[config.mk]
export PLATFORM = sky130hd
export DESIGN_NAME = axi_rd_chk_lane
export DESIGN_NICKNAME = d
export VERILOG_FILES = /design/src/rtl/axi_rd_chk.sv
export SDC_FILE = /design/constraint.sdc
export NUM_CORES = 1
export LEC_CHECK = 0
export CORE_MARGIN = 2
export CORE_UTILIZATION = 21
export DETAILED_ROUTE_END_ITERATION = 10
export PLACE_DENSITY = 0.84
export RECOVER_POWER = 100
export SETUP_SLACK_MARGIN = 0.15
export SLEW_MARGIN = 10
export SYNTH_ARGS = -nofsm -noshare
export SYNTH_HDL_FRONTEND = slang
export SYNTH_SLANG_ARGS = --single-unit
[constraint.sdc]
create_clock -name vclk -period 1.17
set_input_delay 0.234 -clock vclk [all_inputs]
set_output_delay 0.234 -clock vclk [all_outputs]
set_load 0.01 [all_outputs]
[src/rtl/axi_rd_chk.sv]
// AXI4 read-response checker: snoops AR into an outstanding FIFO, checks R beats
// against the address pattern. Optional first-error capture: RCHK_ERR_CAPTURE_EN.

// One 64-bit lane of the pattern compare: lane k must equal beat_addr + 8*k.
module axi_rd_chk_lane #(
  parameter int LANE = 0
) (
  input  logic [63:0] beat_addr,
  input  logic [63:0] data,
  output logic        mis
);
  logic [63:0] exp_data;
  assign exp_data = beat_addr + 64'(LANE * 8);
  assign mis      = (data != exp_data);
endmodule

==> reports/metrics.cfg <==
[outcome]
status=finished, violations left
violations=setup timing

[final_layout]
layout_commonest_cell=buf_2
synthToLayoutAreaGrowth_pct=164
clock_buffers=0
final_cell_mix=79 x buf_2, 33 x xnor2_1, 31 x xnor2_2
fill_cells=332
diodes=0
seq_area_um2=0
num-nets-final=344
layout-drive-gt1-share=0.729
final_cell_area_um2=1830
multiInputGateArea_um2=950
seq_cells=0

[power]
p_sw_uw=223
power_uw=645
seq_power_share=0
ir_worst_vdd_mv=0.165
swShare=0.346
cellLeakagePower_nw=0.875
intPower_uw=422
power.density_nw_per_um2=353
clockPowerShare=0
p_comb_frac=1.000

[critical_path]
arrival_ns=1.23
crit_fanout=1
cp_slowest_cell=nor4_2
path_class=input pin to output port
crit_start=beat_addr[27]
path_cells=buf_6, xnor2_2, nand4_1, nor4_2, nand4_1, buf_2
critPathMaxStageDelay_ns=0.30
start_kind=input pin
cp_common_cell=nand4_1
end_kind=output port
cp.required_ns=0.94

[floorplanning]
pin_count=129
core_area_um2=3100
core.rowCount=20
die_y_um=61.4
die_area_um2=3770
start_util=0.223
dieWidth_um=61.4

[synth]
syn_area_um2=692
syn_avg_cell_area_um2=8.14
synth_nets=213
ys_types=3
synth_compound_gate_area_share=0
synthAdderAreaFrac=0
synth_top_family_by_area=XOR/XNOR gates
synth-xor-area-share=0.810
ys_seq_area_frac=0
synth_cells=85
synthSimpleGateAreaFrac=0.190
ys.warnings.count=0
muxShareOfSynthArea=0

[clock_tree]
cts_hold_buffers=0
post_cts_buffers=0

[sta]
fin_tns_setup_ns=-0.291
fmax_mhz=685
slew_headroom=0.840
finalWorstSetupSlack_ns=-0.291
setup_viol=1
final_max_slew_viol_count=0
min_period_ns=1.46
fin_crit_sh=1.25
timing.hold.ws_ns=0.928
hold_violations=0
tightestPinTransition_ns=0.238
rsz0062_at_grt=yes

[placed_design]
place_ws_ns=-1.07
gp_congestion=0.679
dp_hpwl_um=3270
place_area_um2=2110
placement.io_buffers=129

[hold_path]
hp-start=beat_addr[30]
hold_path.class=input pin to output port

[flow_run]
cap_violations=0

[detailed_routing]
detail-route-antenna-nets=0
dr_total_vias=1149
drc=0
via_per_inst=4.45
wl_um=3710
wire_per_inst_um=14.4
dr.pass1.iters=4
dr.first_iter.drc_count=25

[global_routing]
met3_usage=0.0420
met1_usage=0.148
grt_pass1_wl_um=5220
grt_pass1_vias=1324
antenna_found_initial=0
overflow=0
top_usage_layer=met2
grt_max_degree=2
use_met2=0.424
track_usage=0.184

-- logic make-up after synthesis --
| group | after synthesis |
|---|---|
| AND/OR/NAND/NOR | 21 |
| XOR/XNOR | 64 |
-- metal layers --
metal / wire [µm] / share of wire / vias to the layer above
met5: 0 / 0 / -
met4: 63 / 0.017 / 0
met3: 389 / 0.10 / 6
met2: 2240 / 0.60 / 71
met1: 1020 / 0.28 / 517
li1: - / - / 555
-- metrics by stage --
stage,utilization,instances
after CTS,0.576,258
after detailed placement,0.679,258
final,0.589,258
after floorplan,-,85
after global placement,0.679,258
after global routing,0.589,258
-- power by group through the flow --
stage	Combinational (mW)	Sequential, mW	Clock, mW
detailed placement	0.732	0	0
global route	0.690	0	0
global placement	0.713	0	0
finish	0.645	0	0
floorplan	0.229	0	0
CTS	0.604	0	0
-- worst paths after layout --
| kind | to | slack [ns] | depth (start not counted) |
|---|---|---|---|
| worst max-delay path | mis | -0.29 | 6 |
| worst min-delay path | mis | 0.93 | 6 |
-- critical path, delay by kind of cell --
family,cells,cell delay (ns)
xor+xnor,1,0.15
buf+inv,2,0.27
simple gates,3,0.58
-- synthesized netlist by cell type --
| cell type | instances | area (µm²) |
|---|---|---|
| xnor2_1 | 64 | 561 |
| nand4_1 | 17 | 106 |
| nor4_1 | 4 | 25.0 |
-- layout make-up --
cell class,instances,share of cell area
timing repair buffer,129,0.450
multi-input combinational,85,0.520
tap,44,0.0301
-- what timing repair did --
| action | in CTS | in global routing |
|---|---|---|
| endpoints found under the setup margin | 1 | 1 |
| pin swaps | 83 | 33 |
| resized for setup | 423 | 72 |
No activity file was read; power rests on OpenSTA's default activity.
